===== src/rtl/pulse_stretcher_pkg.sv =====
// -----------------------------------------------------------------------------
// pulse_stretcher_pkg
// Shared types and helpers for the pulse stretcher slice.
//   state_t  : FSM state encoding (IDLE, HIGH, GAP), 2 bits
//   eff_len  : effective pulse length, max(len,1)
//   pend_max : largest value a PEND_W-bit pending counter may hold
// -----------------------------------------------------------------------------
package pulse_stretcher_pkg;

  typedef enum logic [1:0] {
    ST_IDLE = 2'd0,
    ST_HIGH = 2'd1,
    ST_GAP  = 2'd2
  } state_t;

  // A requested length of 0 still produces a one-cycle pulse.
  function automatic logic [31:0] eff_len(input logic [31:0] l);
    return (l == '0) ? 32'd1 : l;
  endfunction

  function automatic int pend_max(input int w);
    return (1 << w) - 1;
  endfunction

endpackage


===== src/rtl/sat_updown_cnt.sv =====
// -----------------------------------------------------------------------------
// sat_updown_cnt
// Saturating up/down counter used to track queued triggers.
//   clk     : rising-edge clock
//   rst     : asynchronous active-low reset, clears the count
//   inc     : count up by one (held at the maximum if already full)
//   dec     : count down by one (held at zero if already empty)
//   cnt     : registered count
//   cnt_nxt : value cnt takes at the next edge
//   sat_hit : an increment was refused because the counter is full
// Simultaneous inc and dec cancel and never report a saturation hit.
// -----------------------------------------------------------------------------
module sat_updown_cnt
  import pulse_stretcher_pkg::*;
#(
  parameter int W = 3
) (
  input  logic         clk,
  input  logic         rst,
  input  logic         inc,
  input  logic         dec,
  output logic [W-1:0] cnt,
  output logic [W-1:0] cnt_nxt,
  output logic         sat_hit
);

  localparam logic [W-1:0] MAX = W'(pend_max(W));

  // NOTE: every signal assigned in always_comb gets a default first, so no
  // path through the case can leave it unassigned and infer a latch.
  always_comb begin
    cnt_nxt = cnt;
    sat_hit = 1'b0;
    case ({inc, dec})
      2'b10: begin
        if (cnt == MAX) sat_hit = 1'b1;
        else            cnt_nxt = cnt + W'(1);
      end
      2'b01: begin
        if (cnt != '0) cnt_nxt = cnt - W'(1);
      end
      default: ;
    endcase
  end

  // NOTE: sequential state uses non-blocking assignments so every flop
  // samples pre-edge values regardless of block evaluation order.
  always_ff @(posedge clk or negedge rst) begin
    if (!rst) cnt <= '0;
    else      cnt <= cnt_nxt;
  end

endmodule


===== src/rtl/pulse_stretcher.sv =====
// -----------------------------------------------------------------------------
// pulse_stretcher
// Turns single-cycle trigger strobes into level pulses of programmable length,
// with a guaranteed low gap between pulses and a bounded trigger queue.
//
// Ports:
//   clk  : rising-edge clock
//   rst  : asynchronous active-low reset
//   trig : trigger strobe, sampled every rising edge
//   len  : pulse length in cycles (0 acts as 1), sampled when a pulse starts
//   out  : stretched pulse, registered
//   busy : registered, high while a pulse or gap is active or triggers queued
//   pend : number of queued triggers
//   ovf  : sticky, set when a trigger is dropped on a full queue
//
// Parameters: LEN_W (length width), GAP (low cycles between pulses, 1..255),
// PEND_W (pending counter width, queue depth 2^PEND_W-1).
//
// Build option PULSE_STRETCHER_RETRIG_EN: retrigger mode. A trigger during
// HIGH reloads the length (extending the pulse), a trigger during GAP starts
// a new pulse at once, and the queue stays empty.
// -----------------------------------------------------------------------------
module pulse_stretcher
  import pulse_stretcher_pkg::*;
#(
  parameter int LEN_W  = 8,
  parameter int GAP    = 2,
  parameter int PEND_W = 3
) (
  input  logic              clk,
  input  logic              rst,
  input  logic              trig,
  input  logic [LEN_W-1:0]  len,
  output logic              out,
  output logic              busy,
  output logic [PEND_W-1:0] pend,
  output logic              ovf
);

  localparam logic [7:0] GAP_LOAD = 8'(GAP - 1);

  state_t             state, state_nxt;
  logic [LEN_W-1:0]   len_cnt, len_cnt_nxt, len_load;
  logic [7:0]         gap_cnt, gap_cnt_nxt;
  logic               pend_inc, pend_dec, sat_hit;
  logic [PEND_W-1:0]  pend_nxt;

  // Counter counts down to 0, so it is loaded with the length minus one.
  assign len_load = LEN_W'(eff_len(32'(len)) - 32'd1);

  always_comb begin
    state_nxt   = state;
    len_cnt_nxt = len_cnt;
    gap_cnt_nxt = gap_cnt;
    pend_inc    = 1'b0;
    pend_dec    = 1'b0;
    case (state)
      ST_IDLE: begin
        if (trig) begin
          state_nxt   = ST_HIGH;
          len_cnt_nxt = len_load;
        end
      end
`ifdef PULSE_STRETCHER_RETRIG_EN
      ST_HIGH: begin
        if (trig) begin
          len_cnt_nxt = len_load;
        end else if (len_cnt == '0) begin
          state_nxt   = ST_GAP;
          gap_cnt_nxt = GAP_LOAD;
        end else begin
          len_cnt_nxt = len_cnt - LEN_W'(1);
        end
      end
      ST_GAP: begin
        if (trig) begin
          state_nxt   = ST_HIGH;
          len_cnt_nxt = len_load;
        end else if (gap_cnt == '0) begin
          state_nxt = ST_IDLE;
        end else begin
          gap_cnt_nxt = gap_cnt - 8'd1;
        end
      end
`else
      ST_HIGH: begin
        pend_inc = trig;
        if (len_cnt == '0) begin
          state_nxt   = ST_GAP;
          gap_cnt_nxt = GAP_LOAD;
        end else begin
          len_cnt_nxt = len_cnt - LEN_W'(1);
        end
      end
      ST_GAP: begin
        pend_inc = trig;
        if (gap_cnt == '0) begin
          if (pend != '0 || trig) begin
            state_nxt   = ST_HIGH;
            len_cnt_nxt = len_load;
            // A queued trigger is consumed; with an empty queue the live
            // trigger starts the pulse itself instead of being queued.
            if (pend != '0) pend_dec = 1'b1;
            else            pend_inc = 1'b0;
          end else begin
            state_nxt = ST_IDLE;
          end
        end else begin
          gap_cnt_nxt = gap_cnt - 8'd1;
        end
      end
`endif
      default: state_nxt = ST_IDLE;
    endcase
  end

  sat_updown_cnt #(.W(PEND_W)) u_pend_cnt (
    .clk     (clk),
    .rst     (rst),
    .inc     (pend_inc),
    .dec     (pend_dec),
    .cnt     (pend),
    .cnt_nxt (pend_nxt),
    .sat_hit (sat_hit)
  );

  // Outputs are registered from next-state values so they line up with the
  // state register and never see a combinational path from trig or len.
  always_ff @(posedge clk or negedge rst) begin
    if (!rst) begin
      state   <= ST_IDLE;
      len_cnt <= '0;
      gap_cnt <= '0;
      out     <= 1'b0;
      busy    <= 1'b0;
      ovf     <= 1'b0;
    end else begin
      state   <= state_nxt;
      len_cnt <= len_cnt_nxt;
      gap_cnt <= gap_cnt_nxt;
      out     <= (state_nxt == ST_HIGH);
      busy    <= (state_nxt != ST_IDLE) | (pend_nxt != '0);
      ovf     <= ovf | sat_hit;
    end
  end

endmodule


===== config.mk =====
export PLATFORM = sky130hd
export DESIGN_NAME = pulse_stretcher
export DESIGN_NICKNAME = d
export VERILOG_FILES = /design/src/rtl/pulse_stretcher_pkg.sv /design/src/rtl/sat_updown_cnt.sv /design/src/rtl/pulse_stretcher.sv
export SDC_FILE = /design/constraint.sdc
export NUM_CORES = 1
export LEC_CHECK = 0
export BUFFER_PORTS_ARGS = -buffer_cell sky130_fd_sc_hd__buf_2
export CORE_MARGIN = 4
export CORE_UTILIZATION = 32
export DETAILED_ROUTE_END_ITERATION = 6
export HOLD_SLACK_MARGIN = 0.02
export PLACE_DENSITY = 0.48
export SYNTH_ARGS = -nofsm -noshare
export SYNTH_HDL_FRONTEND = slang
export SYNTH_SLANG_ARGS = --single-unit

===== constraint.sdc =====
create_clock -name clk -period 4.5 [get_ports clk]
set_clock_uncertainty 0.2 [all_clocks]
set_input_delay 1.125 -clock clk [delete_from_list [all_inputs] [get_ports clk]]
set_output_delay 1.125 -clock clk [all_outputs]
set_load 0.05 [all_outputs]

## Word-level counts from Yosys, hierarchy flattened

Index checks and enable logic that the tools add are counted.
Widths: inputs -> output; s select.

| cells by class | value |
|---|---|
| muxes and demuxes | 27 |
| shifts and indexed selects | 0 |
| reductions and logical operators | 12 |
| equal/unequal tests | 12 |
| magnitude comparators | 0 |
| bitwise logic cells | 2 |
| divide/modulo/power cells | 0 |
| $mul | 0 |
| add/subtract/negate cells | 5 |

Operators with widths:

| cell | number |
|---|---|
| $mux 8 | 7 |
| $logic_not 8->1 | 3 |
| $pmux 8 s3 | 1 |
| $sub 8x1->8 const B | 3 |
| $pmux 8 s2 | 1 |
| $ne 2x2->1 const B | 6 |
| $mux 1 | 10 |
| $reduce_bool 3->1 | 3 |
| $eq 2x1->1 const B | 3 |
| $mux 2 | 3 |
| $mux 3 | 2 |
| $pmux 2 s3 | 1 |
| $pmux 3 s2 | 1 |
| $reduce_and 5->1 | 1 |
| $eq 2x2->1 const B | 2 |
| $reduce_bool 2->1 | 2 |
| $add 3x1->3 const B | 1 |
| $eq 3x3->1 const B | 1 |
| $reduce_and 3->1 | 1 |
| $sub 3x1->3 const B | 1 |
| $logic_not 2->1 | 1 |
| $or 1x1->1 | 2 |
| $pmux 1 s2 | 1 |
| $logic_or 1x1->1 | 1 |

| storage, ports and cells | value |
|---|---|
| RAM bits | 0 |
| output and inout bits | 6 |
| latch bits | 0 |
| memories | 0 |
| ROM bits | 0 |
| register bits after elaboration | 24 |
| bits of input ports | 11 |

## Longest topological paths before layout

| depth | value |
|---|---|
| depth after elaboration | 9 |
| depth in mapped cells | 13 |
| mapped depth without buffers | 13 |

## By module

Synthesis repeated with hierarchy kept, for this count alone.

| unflattened totals | value |
|---|---|
| cells, all modules | 204 |
| area total of the unflattened synthesis | 1860.5 um^2 |

By module, submodules not included:

| module | area an instance (um^2) | cells each | times used | sequential area each (um^2) |
|---|---|---|---|---|
| pulse_stretcher | 1582.8 | 173 | 1 | 525.5 |
| sat_updown_cnt | 277.8 | 31 | 1 | 75.1 |

## Worst setup path after synthesis

No wires, ideal clock.

| path | value |
|---|---|
| path type | reg2reg |
| start point | register state[1] |
| end point | register busy |
| required time | 4.169 ns |
| library setup time | 0.131 ns |
| arrival time | 2.842 ns |
| path buffers | 2 |
| slack | 1.327 ns |
| cell stages (with the launch flop) | 14 |
| cell sequence | dfrtp_1 -> inv_1 -> ha_1 -> clkbuf_1 -> clkbuf_1 -> nor2_1 -> nand2_1 -> nand3_1 -> ha_1 -> inv_1 -> o211ai_1 -> o2bb2ai_1 -> or3_1 -> or3_1 |

| on the way | value |
|---|---|
| word-level cells in the longest chain between the ends | 6 |
| elaborated cells on any way between the ends | 15 |
| those cells by class | eq/ne: 4; mux: 7; bitwise: 1; reduce/logical: 3 |

Ends and longest elaborated chain:

| item | line | source |
|---|---|---|
| start, declared | pulse_stretcher.sv:42 | `state_t state, state_nxt;` |
| start signal, assigned | pulse_stretcher.sv:138 | `state <= state_nxt;` |
| $eq 2x2->1 / $eq 2x1->1 (equally long branches) | pulse_stretcher.sv:57 | `case (state)` |
| $pmux 1 s2 / $mux 1 (equally long branches) | pulse_stretcher.sv:57 |  |
| $eq 2x1->1 / $eq 2x2->1 (equally long branches) | sat_updown_cnt.sv:34 | `case ({inc, dec})` |
| $pmux 3 s2 * | sat_updown_cnt.sv:34 |  |
| via pend_nxt[0] | pulse_stretcher.sv:46 | `logic [PEND_W-1:0] pend_nxt;` |
| $reduce_bool 3->1 * | pulse_stretcher.sv:142 | `busy <= (state_nxt != ST_IDLE) \| (pend_nxt != '0);` |
| $or 1x1->1 * | pulse_stretcher.sv:142 |  |
| end signal, assigned | pulse_stretcher.sv:142 |  |
| end, declared | pulse_stretcher.sv:35 | `output logic busy,` |

The timed path passes the listed nets; every way through them passes the cells marked *.
A chain may end at the register's enable or synchronous reset.

## Final worst setup path

| path | value |
|---|---|
| start point | register gap_cnt[0] |
| end point | register busy |

| on the way | value |
|---|---|
| word-level cells in the longest chain between the ends | 7 |
| elaborated cells on any way between the ends | 13 |
| those cells by class | eq/ne: 2; mux: 7; bitwise: 1; reduce/logical: 3 |

Ends and longest elaborated chain:

| item | line | source |
|---|---|---|
| start, declared | pulse_stretcher.sv:44 | `logic [7:0] gap_cnt, gap_cnt_nxt;` |
| start signal, assigned | pulse_stretcher.sv:140 | `gap_cnt <= gap_cnt_nxt;` |
| $logic_not 8->1 * | pulse_stretcher.sv:97 | `if (gap_cnt == '0) begin` |
| $mux 1 | pulse_stretcher.sv:97 |  |
| $pmux 1 s2 / $mux 1 (equally long branches) | pulse_stretcher.sv:57 |  |
| $eq 2x1->1 / $eq 2x2->1 (equally long branches) | sat_updown_cnt.sv:34 |  |
| $pmux 3 s2 * | sat_updown_cnt.sv:34 |  |
| via pend_nxt[1] | pulse_stretcher.sv:46 |  |
| $reduce_bool 3->1 * | pulse_stretcher.sv:142 |  |
| $or 1x1->1 * | pulse_stretcher.sv:142 |  |

Marked as above.

==> results.json <==
{
  "dieArea_mm2": 0.00658,
  "syn-num-nets": 214,
  "setup_viol": 0,
  "portBuffers": 16,
  "syn_avg_cell_area_um2": 8.91,
  "min_from": "ovf$_DFF_PN0_",
  "rr_worst_depth": 13,
  "critPathMaxFanout": 5,
  "cts_buffers": 3,
  "cts_root_buf": "clkbuf_8",
  "worstPathRequired_ns": 4.44,
  "antennaDiodeCount": 0,
  "drt_iter0_markers": 44,
  "cts_hold_buffers": 0,
  "tns_ns": 0,
  "ios": 17,
  "initial_core_util_pct": 33.3,
  "yosysUniqueCellTypes": 49,
  "drtPass1Iterations": 4,
  "cts.sinks": 24,
  "synth-compound-area-share_pct": 19.2,
  "clk_latency_ns": 0.26,
  "min_to": "ovf$_DFF_PN0_",
  "p_leak_uw": 0.000831,
  "fin_crit_ns": 3.37,
  "worstSetupEndpointType": "register",
  "cts_tree": "built",
  "core_area_mm2": 0.00514,
  "power_frac_comb_pct": 51.2,
  "worstSetupPathType": "reg2reg",
  "slowest_delay_ns": 0.41,
  "synth_ff_type": "dfrtp_1",
  "whs_path_depth": 1,
  "grt_pass1_wl_um": 6930,
  "grt_pass1_vias": 1401,
  "internal_power_uw": 565,
  "hold_class": "reg2reg",
  "clk_pin_slew_worst_paths_ns": 0.09,
  "reg2reg_to": "busy$_DFF_PN0_",
  "pwr-share-clk_pct": 12.2,
  "pwr-share-seq_pct": 36.6,
  "grt_max_degree": 25,
  "rows": 26,
  "outcome": "finished, final reports clean",
  "yosys_register_bits": 24,
  "ys_seq_area_share_pct": 35.1,
  "crit_slowest_cell": "dfrtp_1",
  "final_nets": 231,
  "dp_cells": 274,
  "cts_buffer_depth": 2,
  "wirelength_um": 3950,
  "start_kind": "register",
  "synthMuxAreaShare_pct": 2.93,
  "slew_viol_final": 0,
  "yosys_warnings": 0,
  "synth_cells": 192,
  "place.gp.congestion": 0.819,
  "drc": 0,
  "routedWlPerCell_um": 14.3,
  "r2r_start": "gap_cnt[0]$_DFFE_PN0P_",
  "async_flop_share_pct": 100,
  "ir_worst_vdd_v": 0.000280,
  "vias_per_cell": 5.31,
  "synth_top_family_by_area": "simple AND/OR/NAND/NOR gates",
  "netSwitchingFraction_pct": 45.2,
  "fmax_ghz": 0.297,
  "synthSimpleGateAreaFrac_pct": 25.3,
  "area_delta_synth_final_pct": 11.4,
  "cts_setup_buffers": 0,
  "synth_edf_count": 0,
  "synth_xor_area_share_pct": 5.12,
  "grt_usage_pct": 13.4,
  "final_layout_size_suffix_gt1_share_pct": 14.0,
  "worst_pin_slew_ns": 0.761,
  "ant_nets": 0,
  "startpoint": "gap_cnt[0]$_DFFE_PN0P_",
  "syn_area_mm2": 0.00171,
  "p_per_area_mw_per_mm2": 542,
  "final_cells": 277,
  "fin_crit_sh_pct": 74.8,
  "rsz0062_at_grt": "no",
  "die_w_um": 81.1,
  "die_y_um": 81.1,
  "max_cap_viol_count": 0,
  "htreeDepth": 1,
  "vias": 1472,
  "r2r_slack_ns": 1.13,
  "postCtsResizedCells": 0,
  "power.switching_uw": 467,
  "cp.arrival_ns": 3.31,
  "place_hpwl_um": 2950,
  "final-hold-violation-count": 0,
  "grt_antenna_before_repair": 0,
  "grt_overflow": 0,
  "synth_fa_ha_area_share_pct": 8.05,
  "relSlewSlack_pct": 48.8,
  "crit_chain": "inv_1, ha_1, nor3b_1, a21boi_0, nor2_1, nand2_1, and3_1, ha_1, a21boi_0, a22oi_1, o2bb2ai_1, or3_1, or3_1"
}
-- placed cells by master (no fill, tap or decap), types with 3 or more instances in the layout --
cell and n:
dfrtp_1 24, nand3_1 8, nand2_1 12, o21ai_0 13, a21oi_1 6, buf_2 16
inv_1 14, nor2_1 15, clkbuf_8 3, mux2i_1 5, o211ai_1 3, nor2b_1 4
nor3_1 5, or3_1 6, xnor2_1 4, nor4_1 4, ha_1 11, xor2_1 6
nand3b_1 3
-- area by class of cell --
cell class / instances / area (um2)
fill: 557 / 3230
timing repair buffer: 17 / 87.6
multi-input combinational: 149 / 1040
tap: 70 / 87.6
inverter: 14 / 52.6
clock buffer: 3 / 41.3
sequential: 24 / 601
-- sequential cells by signal, summed over array words and instances (netlist names) --
signal and flops:
busy 1, len_cnt 8, out 1, gap_cnt 8
state 2, ovf 1, u_pend_cnt.cnt 3
-- cells by family after synthesis --
logic type      Yosys count
simple gates             76
buf+inv                  19
flops                    24
mux                       5
fa+ha+maj                11
compound gates           47
xor+xnor                 10
-- through the flow --
| step | instance area, um2 | total power, uW | hold slack (ns) | worst slack (ns) | util (%) |
|---|---|---|---|---|---|
| after floorplan | 1710 | 781 | 0.270 | 1.33 | - |
| after global placement | 1860 | 916 | 0.262 | 0.999 | 36.3 |
| after detailed placement | 1860 | 911 | 0.251 | 1.03 | 36.3 |
| after CTS | 1910 | 1040 | 0.275 | 1.12 | 37.1 |
| after global routing | 1910 | 1130 | 0.301 | 0.825 | 37.1 |
| final | 1910 | 1030 | 0.266 | 1.13 | 37.1 |
-- power by group through the flow --
stage | clock, uW | combinational [uW] | sequential [uW]
floorplan | 0 | 381 | 400
global route | 140 | 600 | 393
CTS | 133 | 532 | 379
global placement | 0 | 530 | 385
detailed placement | 0 | 529 | 382
finish | 126 | 528 | 377
-- metal layers --
metal,vias to the layer above,track usage [%],share of wire (%)
met4,0,3.55,0.73
met2,31,20.8,46
li1,737,-,-
met1,702,18.8,49
met5,-,0,0
met3,2,3.10,4.5
-- cell usage after synthesis (2+ instances only) --
cell type  instances  area share (%)
o211ai_1           3             1.3
nor4_1             4             1.5
o21a_1             2            0.88
xor2_1             6             3.1
nor4b_1            2             1.0
o2bb2ai_1          2             1.0
o21ai_0           13             3.8
a21boi_0           2            0.88
and3_1             2            0.73
nor3_1             5             1.5
nor2b_1            4             1.5
xnor2_1            4             2.0
nand3_1            8             2.3
a21bo_2            2             1.2
dfrtp_1           24              35
o32ai_1            2             1.0
inv_1             14             3.1
o31ai_1            2            0.88
or4_1              2            0.88
nand2_1           12             2.6
nand4b_1           2             1.0
buf_2              2            0.59
o22ai_1            2            0.73
ha_1              11             8.0
nand4_1            2            0.73
a22oi_1            2            0.88
clkbuf_1           3            0.66
or3_1              6             2.2
a21oi_1            6             1.8
nand3b_1           3             1.3
mux2i_1            5             2.9
nor2_1            15             3.3
nand2b_1           2            0.73
-- worst max path at each step --
stage | to | cells past startpoint
finish | busy$_DFF_PN0_ | 13
global route | busy$_DFF_PN0_ | 12
CTS | busy$_DFF_PN0_ | 12
detailed placement | len_cnt[6]$_DFFE_PN0P_ | 9
global placement | len_cnt[6]$_DFFE_PN0P_ | 9
floorplan | busy$_DFF_PN0_ | 13
-- worst max-delay path, delay by kind of cell (launching register included) --
kind | cells | cell delay (ns)
DFF | 1 | 0.41
buffers and inverters | 1 | 0.08
AOI/OAI and AO/OA | 4 | 0.77
and+or+nand+nor | 6 | 1.38
adders and majority gates | 2 | 0.41
Note: power is estimated with default switching activity, not from simulation.
